==> src/rtl/g_issue_stage_pkg.sv <==
// rtl/g_issue_stage_pkg.sv - shared widths, instruction fields, classes and FSM states for the issue stage
package g_issue_stage_pkg;

    localparam int W_RD   = 4;
    localparam int W_OPR  = 32;
    localparam int W_INSN = 32;
    localparam int W_CNT  = 16;

    localparam int OP_MSB  = 31;
    localparam int OP_LSB  = 26;
    localparam int RA_MSB  = 25;
    localparam int RA_LSB  = 22;
    localparam int RB_MSB  = 21;
    localparam int RB_LSB  = 18;
    localparam int IMM_MSB = 15;

    typedef enum logic [1:0] {
        CLS_R = 2'b00,
        CLS_I = 2'b01,
        CLS_S = 2'b10,
        CLS_N = 2'b11
    } insn_class_e;

    localparam logic [1:0] ST_EMPTY = 2'd0;
    localparam logic [1:0] ST_HOLD  = 2'd1;
    localparam logic [1:0] ST_HAZ   = 2'd2;
    localparam logic [1:0] ST_BP    = 2'd3;

    function automatic logic writes_dest(input logic [1:0] cls);
        return (cls == CLS_R) || (cls == CLS_I);
    endfunction

endpackage

==> src/rtl/g_issue_decode.sv <==
// rtl/g_issue_decode.sv - combinational field split, class, second read index and immediate extension
module g_issue_decode
    import g_issue_stage_pkg::*;
(
    input  logic [W_INSN-1:0] insn_i,
    output logic [5:0]        op_o,
    output logic [1:0]        cls_o,
    output logic [W_RD-1:0]   ra_o,
    output logic [W_RD-1:0]   r1_o,
    output logic [W_OPR-1:0]  imm_ext_o
);

    logic [W_RD-1:0] rb;
    logic            unused_bits;

    assign op_o  = insn_i[OP_MSB:OP_LSB];
    assign cls_o = op_o[5:4];
    assign ra_o  = insn_i[RA_MSB:RA_LSB];
    assign rb    = insn_i[RB_MSB:RB_LSB];

    // I and N never read rb; pointing r1 at ra keeps a stale rb from raising a hazard
    assign r1_o = ((cls_o == CLS_I) || (cls_o == CLS_N)) ? ra_o : rb;

    assign imm_ext_o   = {{(W_OPR-IMM_MSB-1){insn_i[IMM_MSB]}}, insn_i[IMM_MSB:0]};
    assign unused_bits = ^insn_i[RB_LSB-1:IMM_MSB+1];

endmodule

==> src/rtl/g_issue_stage.sv <==
// rtl/g_issue_stage.sv - decode latch plus issue register with hazard/backpressure stall and dest reservation
module g_issue_stage
    import g_issue_stage_pkg::*;
(
    input  logic              clk,
    input  logic              reset,
    input  logic              inst_valid_i,
    input  logic [W_INSN-1:0] inst_i,
    output logic              inst_ready_o,
    input  logic              flush_i,
    output logic [W_RD-1:0]   r0_o,
    output logic [W_RD-1:0]   r1_o,
    output logic              w_reserve_o,
    input  logic [W_OPR-1:0]  r_opr0_i,
    input  logic [W_OPR-1:0]  r_opr1_i,
    input  logic              reserved_i,
    output logic              ex_valid_o,
    input  logic              ex_ready_i,
    output logic [5:0]        ex_op_o,
    output logic [W_RD-1:0]   ex_rd_o,
    output logic [W_OPR-1:0]  ex_opr0_o,
    output logic [W_OPR-1:0]  ex_opr1_o,
    output logic [W_CNT-1:0]  stall_cnt_o
);

    logic [1:0]        state_q, state_d;
    logic [W_INSN-1:0] d_insn_q, d_insn_d;
    logic              ex_valid_q, ex_valid_d;
    logic [5:0]        ex_op_q, ex_op_d;
    logic [W_RD-1:0]   ex_rd_q, ex_rd_d;
    logic [W_OPR-1:0]  ex_opr0_q, ex_opr0_d;
    logic [W_OPR-1:0]  ex_opr1_q, ex_opr1_d;
    logic [W_CNT-1:0]  stall_cnt_q, stall_cnt_d;

    logic [5:0]        dec_op;
    logic [1:0]        dec_cls;
    logic [W_RD-1:0]   dec_ra;
    logic [W_RD-1:0]   dec_r1;
    logic [W_OPR-1:0]  dec_imm;
    logic              d_valid;
    logic              fire;
    logic              accept;

    g_issue_decode u_decode (
        .insn_i    (d_insn_q),
        .op_o      (dec_op),
        .cls_o     (dec_cls),
        .ra_o      (dec_ra),
        .r1_o      (dec_r1),
        .imm_ext_o (dec_imm)
    );

    assign d_valid      = (state_q != ST_EMPTY);
    assign fire         = d_valid && !reserved_i && (!ex_valid_q || ex_ready_i);
    assign inst_ready_o = !d_valid || fire;
    assign accept       = inst_valid_i && inst_ready_o && !flush_i;
    assign w_reserve_o  = fire && writes_dest(dec_cls) && !flush_i;

    assign r0_o        = dec_ra;
    assign r1_o        = dec_r1;
    assign ex_valid_o  = ex_valid_q;
    assign ex_op_o     = ex_op_q;
    assign ex_rd_o     = ex_rd_q;
    assign ex_opr0_o   = ex_opr0_q;
    assign ex_opr1_o   = ex_opr1_q;
    assign stall_cnt_o = stall_cnt_q;

    always_comb begin
        state_d     = state_q;
        d_insn_d    = d_insn_q;
        ex_valid_d  = ex_valid_q;
        ex_op_d     = ex_op_q;
        ex_rd_d     = ex_rd_q;
        ex_opr0_d   = ex_opr0_q;
        ex_opr1_d   = ex_opr1_q;
        stall_cnt_d = stall_cnt_q;

        if (d_valid && reserved_i && (stall_cnt_q != '1)) begin
            stall_cnt_d = stall_cnt_q + W_CNT'(1);
        end

        // flush overrides any fire or accept happening on the same edge
        if (flush_i) begin
            state_d    = ST_EMPTY;
            ex_valid_d = 1'b0;
        end else begin
            if (fire) begin
                ex_valid_d = 1'b1;
                ex_op_d    = dec_op;
                ex_rd_d    = dec_ra;
                ex_opr0_d  = r_opr0_i;
                ex_opr1_d  = (dec_cls == CLS_I) ? dec_imm : r_opr1_i;
            end else if (ex_ready_i) begin
                ex_valid_d = 1'b0;
            end

            if (accept) begin
                state_d  = ST_HOLD;
                d_insn_d = inst_i;
            end else if (fire) begin
                state_d = ST_EMPTY;
            end else if (d_valid) begin
                state_d = reserved_i ? ST_HAZ : ST_BP;
            end
        end
    end

    always_ff @(posedge clk or negedge reset) begin
        if (!reset) begin
            state_q     <= ST_EMPTY;
            d_insn_q    <= '0;
            ex_valid_q  <= 1'b0;
            ex_op_q     <= '0;
            ex_rd_q     <= '0;
            ex_opr0_q   <= '0;
            ex_opr1_q   <= '0;
            stall_cnt_q <= '0;
        end else begin
            state_q     <= state_d;
            d_insn_q    <= d_insn_d;
            ex_valid_q  <= ex_valid_d;
            ex_op_q     <= ex_op_d;
            ex_rd_q     <= ex_rd_d;
            ex_opr0_q   <= ex_opr0_d;
            ex_opr1_q   <= ex_opr1_d;
            stall_cnt_q <= stall_cnt_d;
        end
    end

endmodule

==> config.mk <==
export PLATFORM = sky130hd
export DESIGN_NAME = g_issue_stage
export DESIGN_NICKNAME = d
export VERILOG_FILES = /design/src/rtl/g_issue_stage_pkg.sv /design/src/rtl/g_issue_decode.sv /design/src/rtl/g_issue_stage.sv
export SDC_FILE = /design/constraint.sdc
export NUM_CORES = 1
export LEC_CHECK = 0
export ABC_AREA = 1
export CAP_MARGIN = 15
export CORE_MARGIN = 2
export CORE_UTILIZATION = 45
export CTS_BUF_LIST = sky130_fd_sc_hd__clkbuf_4
export CTS_CLUSTER_SIZE = 20
export DETAILED_ROUTE_END_ITERATION = 10
export PLACE_DENSITY = 0.78
export SLEW_MARGIN = 0
export SYNTH_ARGS = -nofsm -noshare
export SYNTH_HDL_FRONTEND = slang
export SYNTH_SLANG_ARGS = --single-unit
==> constraint.sdc <==
create_clock -name clk -period 2.1 [get_ports clk]
set_clock_uncertainty 0.2 [all_clocks]
set_input_delay 0.21 -clock clk [delete_from_list [all_inputs] [get_ports clk]]
set_output_delay 0.21 -clock clk [all_outputs]
set_load 0.01 [all_outputs]
Word level (Yosys, flattened, before mapping):

Cells that the tools add are included.

* reduce and logical (&&, ||, !) cells: 22
* add/sub/neg operators: 1
* muxes and demuxes: 10
* eq/ne operators: 3
* bitwise logic cells: 1

Operators with widths (number)
* 32-bit 2-to-1 mux: 1
* 16-bit by 1-bit adder with 16-bit output, second input constant: 1
* 16-bit != test, second input constant: 1
* 1-bit logical AND: 8
* 2-bit 2-to-1 mux: 4
* 1-bit logical NOT: 4
* 1-bit logical OR: 4
* 1-bit 2-to-1 mux: 4
* 4-bit 2-to-1 mux: 1
* 2-bit AND reduction: 2
* 4-bit nonzero test: 1
* 3-bit nonzero test: 1
* 2-bit by 1-bit == test with 1-bit output, second input constant: 1
* 2-bit == test, second input constant: 1
* 2-bit logical NOT: 1
* 2-bit nonzero test: 1
* 1-bit inverter: 1

* output and inout bits: 101
* register bits after elaboration: 125
* word-level logic and storage cells: 45
* input bits: 102

Longest topological paths before layout:

Gate-level depths: netlist of the first run.

* depth after elaboration: 8
* mapped depth: 9

Cells and area by module:

From an unflattened synthesis of the first run, not the netlist that was laid out.

* cell total of the unflattened synthesis: 713
* area, all modules: 5913.2 µm²

By module, submodules not included
* g_issue_stage: cells each 656, area an instance 5534.1 µm², instances 1
* g_issue_decode: cells each 57, area an instance 379.1 µm², instances 1

Worst setup path after synthesis of the first run:

No wires, ideal clock.

* kind: register to register
* start: register stall_cnt_q[0], in the netlist stall_cnt_o[0]
* end: register stall_cnt_q[7], in the netlist stall_cnt_o[7]
* path slack: 0.469 ns
* clock period less this slack: 1.631 ns
* setup time: 0.118 ns
* buffers on the path: 1
* data arrival time: 1.313 ns
* stages on the path, launching flop included: 10
* path through: dfrtp_1 ha_1 nand2_1 nor2_1 nand3_1 nand2_2 nand2_2 buf_6 nand2_1 o21ai_2

* word-level cells in the longest chain between the ends: 2
* elaborated cells on any way between the ends: 3
* classes of those cells: add/sub: 1; eq/ne: 1; reduce/logical: 1

Ends and longest elaborated chain
* from (decl): line g_issue_stage.sv:33 `logic [W_CNT-1:0] stall_cnt_q, stall_cnt_d;`
* from (signal assigned): line g_issue_stage.sv:126 `stall_cnt_q <= stall_cnt_d;`
* parallel branches: the longest is 2 deep, another holds 16-bit by 1-bit adder with 16-bit output

Parallel ways; which one is timed is not known.
A chain may end at the register's enable or synchronous reset.

Final worst setup path of the first run:

* start: register stall_cnt_q[5], in the netlist stall_cnt_o[5]
* end: output stall_cnt_o[5]

RTL lines
* to (decl): line g_issue_stage.sv:23 `output logic [W_CNT-1:0] stall_cnt_o`

No word-level cell between the ends.

==> results.toml, run 1 <==
[timing]
post-route-period-util_pct = 95.7
max-slew-margin-rel_pct = 63.8
final-max-slew-violation-count = 0
max_clock_freq_mhz = 498
timing.final.crit_period_ps = 2010
final_hold_viol_count = 0
setup_tns_ps = 0
setup_viol = 0
worst-slew-pin-transition_ps = 543
rsz0062_at_grt = "false"
whs_ps = 37.5

[die]
rows = 40
floorplan.core_area_mm2 = 0.0119
chipWidth_um = 114
die_area_mm2 = 0.0130
io_pins = 203
initial_core_util_pct = 45.8
die_height_um = 114

[placed_design]
i_o_buffers = 200
place.detailed.hpwl_mm = 10.6
finalWeightedCongestion = 0.811

[route]
drc = 0
maxUsedRoutingLayer = "met4"
route.antenna.remaining_nets = 0
drt-total-wl_mm = 15.4
vias = 5102
detailedRoute.firstIterationViolations = 281
met1Wirelength_mm = 6.14
first_pass_iters = 4
avgRoutedWirePerCell_um = 14.9
vias_per_cell = 4.96
met2WireLength_mm = 8.14
detailroute.wirelength.met3_um = 661

[synthesis]
synthesis.nets = 734
synthArstFlopShare_pct = 100
synth_flop_cell = "sky130_fd_sc_hd__dfrtp_1"
post-synth-top-area-fraction_pct = 56.4
synth.yosys.seq_area_share_pct = 56.4
avgSynthCellArea_um2 = 8.65
yosys-top-cells-area = "sky130_fd_sc_hd__dfrtp_1, sky130_fd_sc_hd__nand2_1, sky130_fd_sc_hd__nand3_1, sky130_fd_sc_hd__o21a_1, sky130_fd_sc_hd__nor2_1"
synth_enable_flop_cells = 0
synth_common_cells = "sky130_fd_sc_hd__nand2_1, sky130_fd_sc_hd__dfrtp_1, sky130_fd_sc_hd__nand3_1, sky130_fd_sc_hd__nor2_1, sky130_fd_sc_hd__o21a_1"
synth_most_common_cell = "sky130_fd_sc_hd__nand2_1"
postSynthCellCount = 631
synth_area_leader_cell = "sky130_fd_sc_hd__dfrtp_1"
synth_warnings = 0
synth_register_bits = 123
ys_types = 25
cell_area_after_synthesis_mm2 = 0.00546

[grt]
grt_pass1_vias = 5086
number_of_antenna_violations_at_the_first_check_in_global_routing = 1
grt.total_usage_pct = 24.6
pin_count_of_the_biggest_net_entering_global_routing = 61
grt_overflow_total = 0
wire_length_of_the_first_global_routing_pass_mm = 25.0

[setup_path]
critPathTopFamily = "buffers and inverters"
worstRegToRegCells = 5
cp-end-kind = "output port"
critical_path_depth = 1
critPathSlowestCell = "sky130_fd_sc_hd__clkdlybuf4s50_1"
timing.critical_path.slowest_cell_delay_ps = 600
worst-setup-path-type = "register to output port"
reg2reg_setup_slack_ps = 130
crit_required_ps = 1690
worstPathBufferInverterCount = 1
rr_startpoint = "d_insn_q[31]"
setup.worst_path.start_class = "register"
critical_path_peak_fanout = 5
crit_arrival_ps = 1600
worstReg2RegEnd = "ex_opr1_o[13]"
crit_chain = "clkdlybuf4s50_1"

[power_and_ir_drop]
vdd_drop_max_v = 0.000600
power.leakage_nw = 3.81
power_w = 0.00810
power.density_cell_area_mw_per_mm2 = 986

[worst_hold_path]
min_to = "ex_opr0_o[17]"
min_path_cells = 3
timing.hold.worst.start = "r_opr0_i[17]"
hold_path_class = "input pin to register"

[run_status]
outcome = "completed"

[clocking]
cts_buffers = 17
htreeDepth = 4
cts.sink_count = 123
tritoncts_clock_tree = "yes"
cts.reportedPaths.clkPinSlew_ps = 100
max-clock-path-buffers = 2
insertion_delay_ps = 530
cts_root_buf = "sky130_fd_sc_hd__clkbuf_4"

[layout]
areaGrowthSynthToFinish_pct = 50.6
n_fill_cell = 996
multi_input_comb_area_mm2 = 0.00205
final_util_pct = 69.0
regArea_mm2 = 0.00308
share_of_post_route_cells_with_drive_strength_above_1_pct = 7.60
final_nets = 971

[flow_run]
timing.max_cap.violations = 0
==> metal layers <==
metal	GRT usage (%)	vias up
met5	0	-
met4	13.2	0
met3	5.19	31
met2	42.7	139
met1	28.5	2453
li1	-	2479
==> worst max path at each step <==
stage	to	start	slack (ps)
4_1_cts	w_reserve_o	ex_valid_o	7
3_5_place_dp	w_reserve_o	ex_ready_i	-30
6_report	stall_cnt_o[5]	stall_cnt_o[5]	90
5_1_grt	w_reserve_o	ex_valid_o	10
3_3_place_gp	w_reserve_o	ex_ready_i	-20
2_1_floorplan	stall_cnt_o[7]	stall_cnt_o[0]	470
==> cells by family (layout without fill, tap and decap cells) <==
family	Yosys count	in the layout	synth area share, %
AND/OR/NAND/NOR	362	362	27.2
flip-flops	123	123	56.4
AO/OA/AOI/OAI	75	75	8.69
buffers and inverters	62	312	6.17
XOR/XNOR	8	8	1.28
adder cells (fa/ha/maj)	1	1	0.229
other	0	1	0
==> stage by stage <==
step / cell area [um2] / cells / setup WS (ps)
finish: 8220 / 1029 / 90.3
global route: 8220 / 1029 / 10.2
CTS: 8200 / 1026 / 7.40
detailed placement: 7570 / 957 / -30.6
global placement: 7570 / 957 / -22.9
floorplan: 5460 / 631 / 469
==> layout by cell type (no fill, tap or decap) <==
master                            count
sky130_fd_sc_hd__o41ai_1              1
sky130_fd_sc_hd__xor2_1               8
sky130_fd_sc_hd__nand4_1              2
sky130_fd_sc_hd__inv_1               20
sky130_fd_sc_hd__clkinv_1             6
sky130_fd_sc_hd__diode_2              1
sky130_fd_sc_hd__o21a_1              32
sky130_fd_sc_hd__nand2_1            236
sky130_fd_sc_hd__nand3b_1             1
sky130_fd_sc_hd__buf_4               14
sky130_fd_sc_hd__buf_2                1
sky130_fd_sc_hd__o21ai_2              4
sky130_fd_sc_hd__clkbuf_4            20
sky130_fd_sc_hd__dlygate4sd3_1       37
sky130_fd_sc_hd__nor2_1              56
sky130_fd_sc_hd__nor2_2               2
sky130_fd_sc_hd__nand2_2              5
sky130_fd_sc_hd__inv_2                4
sky130_fd_sc_hd__clkinvlp_4           1
sky130_fd_sc_hd__clkdlybuf4s50_1    193
sky130_fd_sc_hd__clkinv_2             3
sky130_fd_sc_hd__ha_1                 1
sky130_fd_sc_hd__nor2_4               2
sky130_fd_sc_hd__bufinv_16            2
sky130_fd_sc_hd__clkbuf_2             1
sky130_fd_sc_hd__o21ai_1             17
sky130_fd_sc_hd__a21oi_1              7
sky130_fd_sc_hd__inv_4                1
sky130_fd_sc_hd__buf_12               5
sky130_fd_sc_hd__o21ai_0             14
sky130_fd_sc_hd__nand3_1             56
sky130_fd_sc_hd__dfrtp_1            123
sky130_fd_sc_hd__nand2_4              1
sky130_fd_sc_hd__dlygate4sd2_1        4
sky130_fd_sc_hd__nand3_4              1
==> cell type report <==
cell class | instances | share of cell area [%]
Sequential cell | 123 | 37.5
Timing Repair Buffer | 255 | 31.1
Multi-Input combinational cell | 446 | 24.9
Tap cell | 147 | 2.24
Clock buffer | 20 | 1.83
Clock inverter | 12 | 1.28
Inverter | 25 | 1.17
Antenna cell | 1 | 0.0305
==> registers in the layout (all words and copies together) (netlist names) <==
signal	count
ex_opr1_o	32
d_insn_q	30
ex_rd_o	4
ex_valid_o	1
ex_opr0_o	32
state_q	2
stall_cnt_o	16
ex_op_o	6
==> repair_timing <==
item                       4_1_cts  5_1_grt
hold endpoints to repair       156        2
setup endpoints to repair        6       16
setup buffers                    1        0
resized for setup               11        3
hold buffers                    36        2
pin swaps                        1        0
==> report_power, final <==
| group | total [W] | internal (W) | switching, W |
|---|---|---|---|
| Combinational | 0.00305 | 0.00170 | 0.00134 |
| Sequential | 0.00350 | 0.00306 | 0.000448 |
| Clock | 0.00155 | 0.000715 | 0.000833 |
(Power assumes the default switching activity.)
==> run 2: changes to the inputs <==
--- a/config.mk
+++ b/config.mk
@@ -10,6 +10,7 @@
 export CORE_MARGIN = 2
 export CORE_UTILIZATION = 45
 export CTS_BUF_LIST = sky130_fd_sc_hd__clkbuf_4
+export CTS_CLUSTER_DIAMETER = 40
 export CTS_CLUSTER_SIZE = 20
 export DETAILED_ROUTE_END_ITERATION = 10
 export PLACE_DENSITY = 0.78
==> constraint.sdc (replaced) <==
create_clock -name clk -period 2.1 [get_ports clk]
set_clock_uncertainty 0.2 [all_clocks]
set_input_delay 0.21 -clock clk [delete_from_list [all_inputs] [get_ports clk]]
set_output_delay 0.21 -clock clk [all_outputs]
set_load 0.02 [all_outputs]
==> run 2 against run 1 <==
Net effect: register-to-register slack improved by 30 ps; routed wire length fell by 3.9%; count of clock-buffer cells in the layout down 3; highest routed layer unchanged.
==> results.toml, run 2 (synthesis gave the netlist of run 1 again) <==
[run_status]
outcome = "completed"

[die]
die_height_um = 114
floorplan.core_area_mm2 = 0.0119
initial_core_util_pct = 45.8
die_area_mm2 = 0.0130
io_pins = 203
chipWidth_um = 114
rows = 40

[setup_path]
worst-setup-path-type = "register to output port"
crit_required_ps = 1690
critPathSlowestCell = "sky130_fd_sc_hd__clkdlybuf4s50_1"
reg2reg_setup_slack_ps = 160
worstPathBufferInverterCount = 1
crit_chain = "clkdlybuf4s50_1"
setup.worst_path.start_class = "register"
cp-end-kind = "output port"
critPathTopFamily = "buffers and inverters"
rr_startpoint = "stall_cnt_o[0]"
worstRegToRegCells = 8
critical_path_peak_fanout = 6
worstReg2RegEnd = "stall_cnt_o[7]"
crit_arrival_ps = 1610
timing.critical_path.slowest_cell_delay_ps = 660

[clocking]
tritoncts_clock_tree = "yes"
cts_root_buf = "sky130_fd_sc_hd__clkbuf_4"
cts.reportedPaths.clkPinSlew_ps = 100
cts.sink_count = 123
htreeDepth = 4
cts_buffers = 17
max-clock-path-buffers = 2
insertion_delay_ps = 510

[timing]
post-route-period-util_pct = 96.1
final-max-slew-violation-count = 0
rsz0062_at_grt = "true"
final_hold_viol_count = 0
setup_viol = 0
max_clock_freq_mhz = 495
timing.final.crit_period_ps = 2020
worst-slew-pin-transition_ps = 646
setup_tns_ps = 0
max-slew-margin-rel_pct = 57.0

[route]
drt-total-wl_mm = 14.8
first_pass_iters = 4
vias_per_cell = 4.96
drc = 0
vias = 5017
avgRoutedWirePerCell_um = 14.6
route.antenna.remaining_nets = 0
detailedRoute.firstIterationViolations = 349

[layout]
layout_common_cells = "sky130_fd_sc_hd__nand2_1, sky130_fd_sc_hd__clkdlybuf4s50_1, sky130_fd_sc_hd__dfrtp_1"
final_util_pct = 67.2
postLayoutCellArea_mm2 = 0.00800
areaGrowthSynthToFinish_pct = 46.7
n_fill_cell = 1001
final_nets = 955
regArea_mm2 = 0.00308
mostFrequentLayoutCell = "sky130_fd_sc_hd__nand2_1"
multi_input_comb_area_mm2 = 0.00205
share_of_post_route_cells_with_drive_strength_above_1_pct = 8.92

[grt]
grt_overflow_total = 0
number_of_antenna_violations_at_the_first_check_in_global_routing = 1
grt.total_usage_pct = 23.2
pin_count_of_the_biggest_net_entering_global_routing = 114
wire_length_of_the_first_global_routing_pass_mm = 23.8
grt_pass1_vias = 5008

[worst_hold_path]
min_path_cells = 3
hold_path_class = "input pin to register"
timing.hold.worst.start = "r_opr0_i[14]"
min_to = "ex_opr0_o[14]"

[placed_design]
finalWeightedCongestion = 0.813
i_o_buffers = 200
post_place_cell_area_mm2 = 0.00755
place.detailed.hpwl_mm = 10.2

[power_and_ir_drop]
power.density_cell_area_mw_per_mm2 = 1060
power_w = 0.00849
power.leakage_nw = 3.82
vdd_drop_max_v = 0.000526

[flow_run]
timing.max_cap.violations = 0
run 2: cell count changes in the layout (fill, tap and decap cells not counted), moves of 2 or more:
cell / previous run / this run
sky130_fd_sc_hd__dlygate4sd3_1: 37 / 16
sky130_fd_sc_hd__buf_4: 14 / 20
sky130_fd_sc_hd__clkdlybuf4s50_1: 193 / 187
sky130_fd_sc_hd__dlymetal6s2s_1: 0 / 6
sky130_fd_sc_hd__buf_2: 1 / 6
sky130_fd_sc_hd__clkinv_2: 3 / 7
sky130_fd_sc_hd__dlygate4sd2_1: 4 / 0
sky130_fd_sc_hd__clkbuf_4: 20 / 17
sky130_fd_sc_hd__buf_12: 5 / 3
sky130_fd_sc_hd__clkinv_1: 6 / 4
run 2: timing repair:
action | 4_1_cts | 5_1_grt
gates cloned | 0 | 1
buffers inserted | 2 | 5
pin swaps | 1 | 1
resized for setup | 25 | 15
hold buffers | 14 | 2
endpoints found under the setup margin | 6 | 43
endpoints found under the hold margin | 135 | 2
run 2: layout make-up:
type,count,area share [%]
sequential,123,38.5
tap,147,2.30
inverter,25,1.22
clock buffer,17,1.59
antenna,1,0.0313
timing repair inverter,1,0.0938
timing repair buffer,238,29.3
multi-input combinational,446,25.6
clock inverter,13,1.38
run 2: through the flow:
stage | worst slack [ps] | instances | hold WS [ps]
3_3_place_gp | -92.5 | 956 | -143
5_1_grt | -19.3 | 1011 | 0.718
4_1_cts | 6.87 | 1002 | 0.975
3_5_place_dp | -135 | 956 | -141
6_report | 81.1 | 1011 | 42.5
2_1_floorplan | 380 | 631 | -286
run 2: metal layers:
| layer | routed length (um) | vias up | share of wire (%) | GRT usage (%) |
|---|---|---|---|---|
| met4 | 357 | 0 | 2.4 | 11.2 |
| met2 | 7870 | 154 | 53 | 40.2 |
| li1 | - | 2451 | - | - |
| met1 | 5890 | 2382 | 40 | 27.8 |
| met5 | 0 | - | 0 | 0 |
| met3 | 675 | 30 | 4.6 | 4.55 |
run 2: power by group:
group,switching [W],leakage [nW],internal (W),total [W]
Sequential,0.000446,1.50,0.00306,0.00350
Combinational,0.00182,2.18,0.00169,0.00350
Clock,0.000820,0.140,0.000662,0.00148
run 2: worst min-delay path, cell delays in order:
cell and delay [ps]:
sky130_fd_sc_hd__clkdlybuf4s50_1 400, sky130_fd_sc_hd__nand2_1 70, sky130_fd_sc_hd__nand2_1 50
run 2: worst max-delay path by stage:
stage                               start         endpoint  slack, ps  depth (start not counted)
after floorplan            stall_cnt_o[1]   stall_cnt_o[7]        380                          9
after global placement         ex_ready_i      w_reserve_o        -90                          8
after detailed placement       ex_ready_i    ex_opr1_o[24]       -130                          9
after CTS                    d_insn_q[30]          r1_o[0]          7                          3
after global routing         d_insn_q[30]     ex_opr1_o[7]        -20                          7
final                     stall_cnt_o[10]  stall_cnt_o[10]         80                          1
==> variant (config.mk and constraints of run 2) <==
The package constant `W_CNT` goes from 16 to 24.
--- a/src/rtl/g_issue_stage_pkg.sv
+++ b/src/rtl/g_issue_stage_pkg.sv
@@ -4,7 +4,7 @@
     localparam int W_RD   = 4;
     localparam int W_OPR  = 32;
     localparam int W_INSN = 32;
-    localparam int W_CNT  = 16;
+    localparam int W_CNT  = 24;
 
     localparam int OP_MSB  = 31;
     localparam int OP_LSB  = 26;
Interface: changed (resized stall_cnt_o); port bits go from 203 to 211. No check against the original RTL was run, so the function may have changed too.
==> variant against run 2 <==
- synthesized cell count rose by 13%
- core utilization up 5.5 points
- sequential share of layout area shrank 3.0 points
- worst hold slack better by 0.010 ns
- critical path depth increased by 5
- total power up 20%
- routed wire length increased by 16%
- worst setup slack gained 0.017 ns
- largest cell class unchanged
- area after synthesis grew 8.8%
- final area grew 16%
- sequential cell count rose by 8
- largest power group is now combinational logic
- register-to-register slack improved by 0.04 ns
==> variant: results (changes against run 2) <==
Final nets=1108 (was 955); initial antenna violation count=1 (unchanged); IO Port Bufs=208 (was 200); gpl congestion=0.847 (was 0.813); gr usage total=0.257 (was 0.232); Synth Warn #=0 (unchanged); hpwl dp=10900 um (was 10200 um); CP max stage cell=dfrtp_1 (was clkdlybuf4s50_1); largest net degree at the start of global routing=83 (was 114); ranking of synthesized cells by area=dfrtp_1 55%, nand2_1 18%, nor2_1 4.4%, o21ai_0 3.1%, inv_1 3.0% (was dfrtp_1 56%, nand2_1 16%, nand3_1 5.1%, o21a_1 4.4%, nor2_1 3.9%); CP Data Arrival Time=1.59 ns (was 1.61 ns); Max IR drop VDD=0.628 mV (was 0.526 mV); first-pass GRT wire length=28800 um (was 23800 um); insertion delay to the later sink of the worst-skew pair=0.56 ns (was 0.51 ns); Setup WS pre-CTS=-0.180 ns (was -0.135 ns); total power draw=0.0101 W (was 0.00849 W); initial DRC count=371 (was 349); status=complete, no violations (unchanged); internal power=0.00638 W (was 0.00541 W); worst slew pin tran=0.628 ns (was 0.646 ns); slowest stage delay, CP=0.39 ns (was 0.66 ns); sequential share of the synthesized area=0.553 (was 0.564); vias per std cell=4.85 (was 4.96); leakage=4.51 nW (was 3.82 nW); commonest cells in the synthesized netlist=280 x nand2_1, 131 x dfrtp_1, 69 x nor2_1, 48 x inv_1, 37 x o21ai_0 (was 237 x nand2_1, 123 x dfrtp_1, 56 x nand3_1, 56 x nor2_1, 32 x o21a_1); share of layout cells above drive strength 1=0.0876 (was 0.0892); Syn Nets=819 (was 734); Synth cell types=30 (was 25); Clk. pwr=0.00175 W (was 0.00148 W); drt wl/cell=14.4 um (was 14.6 um)
-- variant: cell types whose count changed in the layout (fill, tap and decap cells not counted), moves of 8 or more --
cell / run 2 / this run
dlygate4sd3_1: 16 / 65
nand2_1: 236 / 279
nand3_1: 56 / 28
inv_1: 20 / 47
o21ai_0: 13 / 36
dlygate4sd2_1: 0 / 19
o21a_1: 32 / 17
o31ai_1: 0 / 15
o21ai_1: 18 / 4
nor2_1: 56 / 68
clkdlybuf4s50_1: 187 / 177
xnor2_1: 0 / 10
buf_4: 20 / 29
dfrtp_1: 122 / 130
-- variant: per-layer routing --
layer	global-route usage	up-vias	wire length, um
met5	0	-	0
met2	0.427	207	8450
met3	0.0694	44	1140
met4	0.124	0	571
met1	0.310	2692	6960
li1	-	2824	-
-- variant: cell families after synthesis --
group,share of synthesized area
and+or+nand+nor,0.275
AOI/OAI and AO/OA,0.0884
adders and majority gates,0.00211
xor gates and xnor gates,0.0177
buffers and inverters,0.0641
DFF,0.553
-- variant: worst paths after layout --
kind	from	to	slack, ns	cells past startpoint
setup / recovery	ex_valid_o$_DFFE_PN0P_	w_reserve_o	0.1	6
hold / removal	inst_i[27]	d_insn_q[27]$_DFFE_PN0P_	0.05	3
setup reg to reg	stall_cnt_o[0]$_DFFE_PN0P_	stall_cnt_o[19]$_DFFE_PN0P_	0.20	8
hold reg to reg	ex_opr0_o[28]$_DFFE_PN0P_	ex_opr0_o[28]$_DFFE_PN0P_	0.28	2
max in group asynchronous	reset	ex_opr1_o[11]$_DFFE_PN0P_	0.51	4
min in group asynchronous	reset	d_insn_q[27]$_DFFE_PN0P_	0.54	3
-- variant: per-stage QoR --
step	instances	util	area [um2]
3_3_place_gp	1091	0.654	8320
5_1_grt	1189	0.727	9250
2_1_floorplan	716	-	5930
3_5_place_dp	1091	0.654	8320
6_report	1189	0.727	9250
4_1_cts	1188	0.725	9230
-- variant: final cells by class --
type	count	area (um2)
antenna	1	2.50
multi-input combinational	498	2300
timing repair inverter	1	7.51
clock buffer	22	165
sequential	131	3280
clock inverter	8	111
inverter	51	195
timing repair buffer	305	2980
tap	172	215
fill	1002	3470
-- variant: worst max-delay path: cells and delay by family (launching register included) --
kind	cells	cell delay, ns
buffers and inverters	2	0.24
DFF	1	0.39
and+or+nand+nor	4	0.42
-- variant: what timing repair did --
| action | in CTS | in global routing |
|---|---|---|
| hold buffers | 65 | 0 |
| pin swaps | 0 | 1 |
| setup endpoints to repair | 44 | 18 |
| gates resized for setup | 48 | 9 |
| setup buffers | 1 | 0 |
| endpoints found under the hold margin | 194 | 0 |
| gates cloned | 1 | 0 |
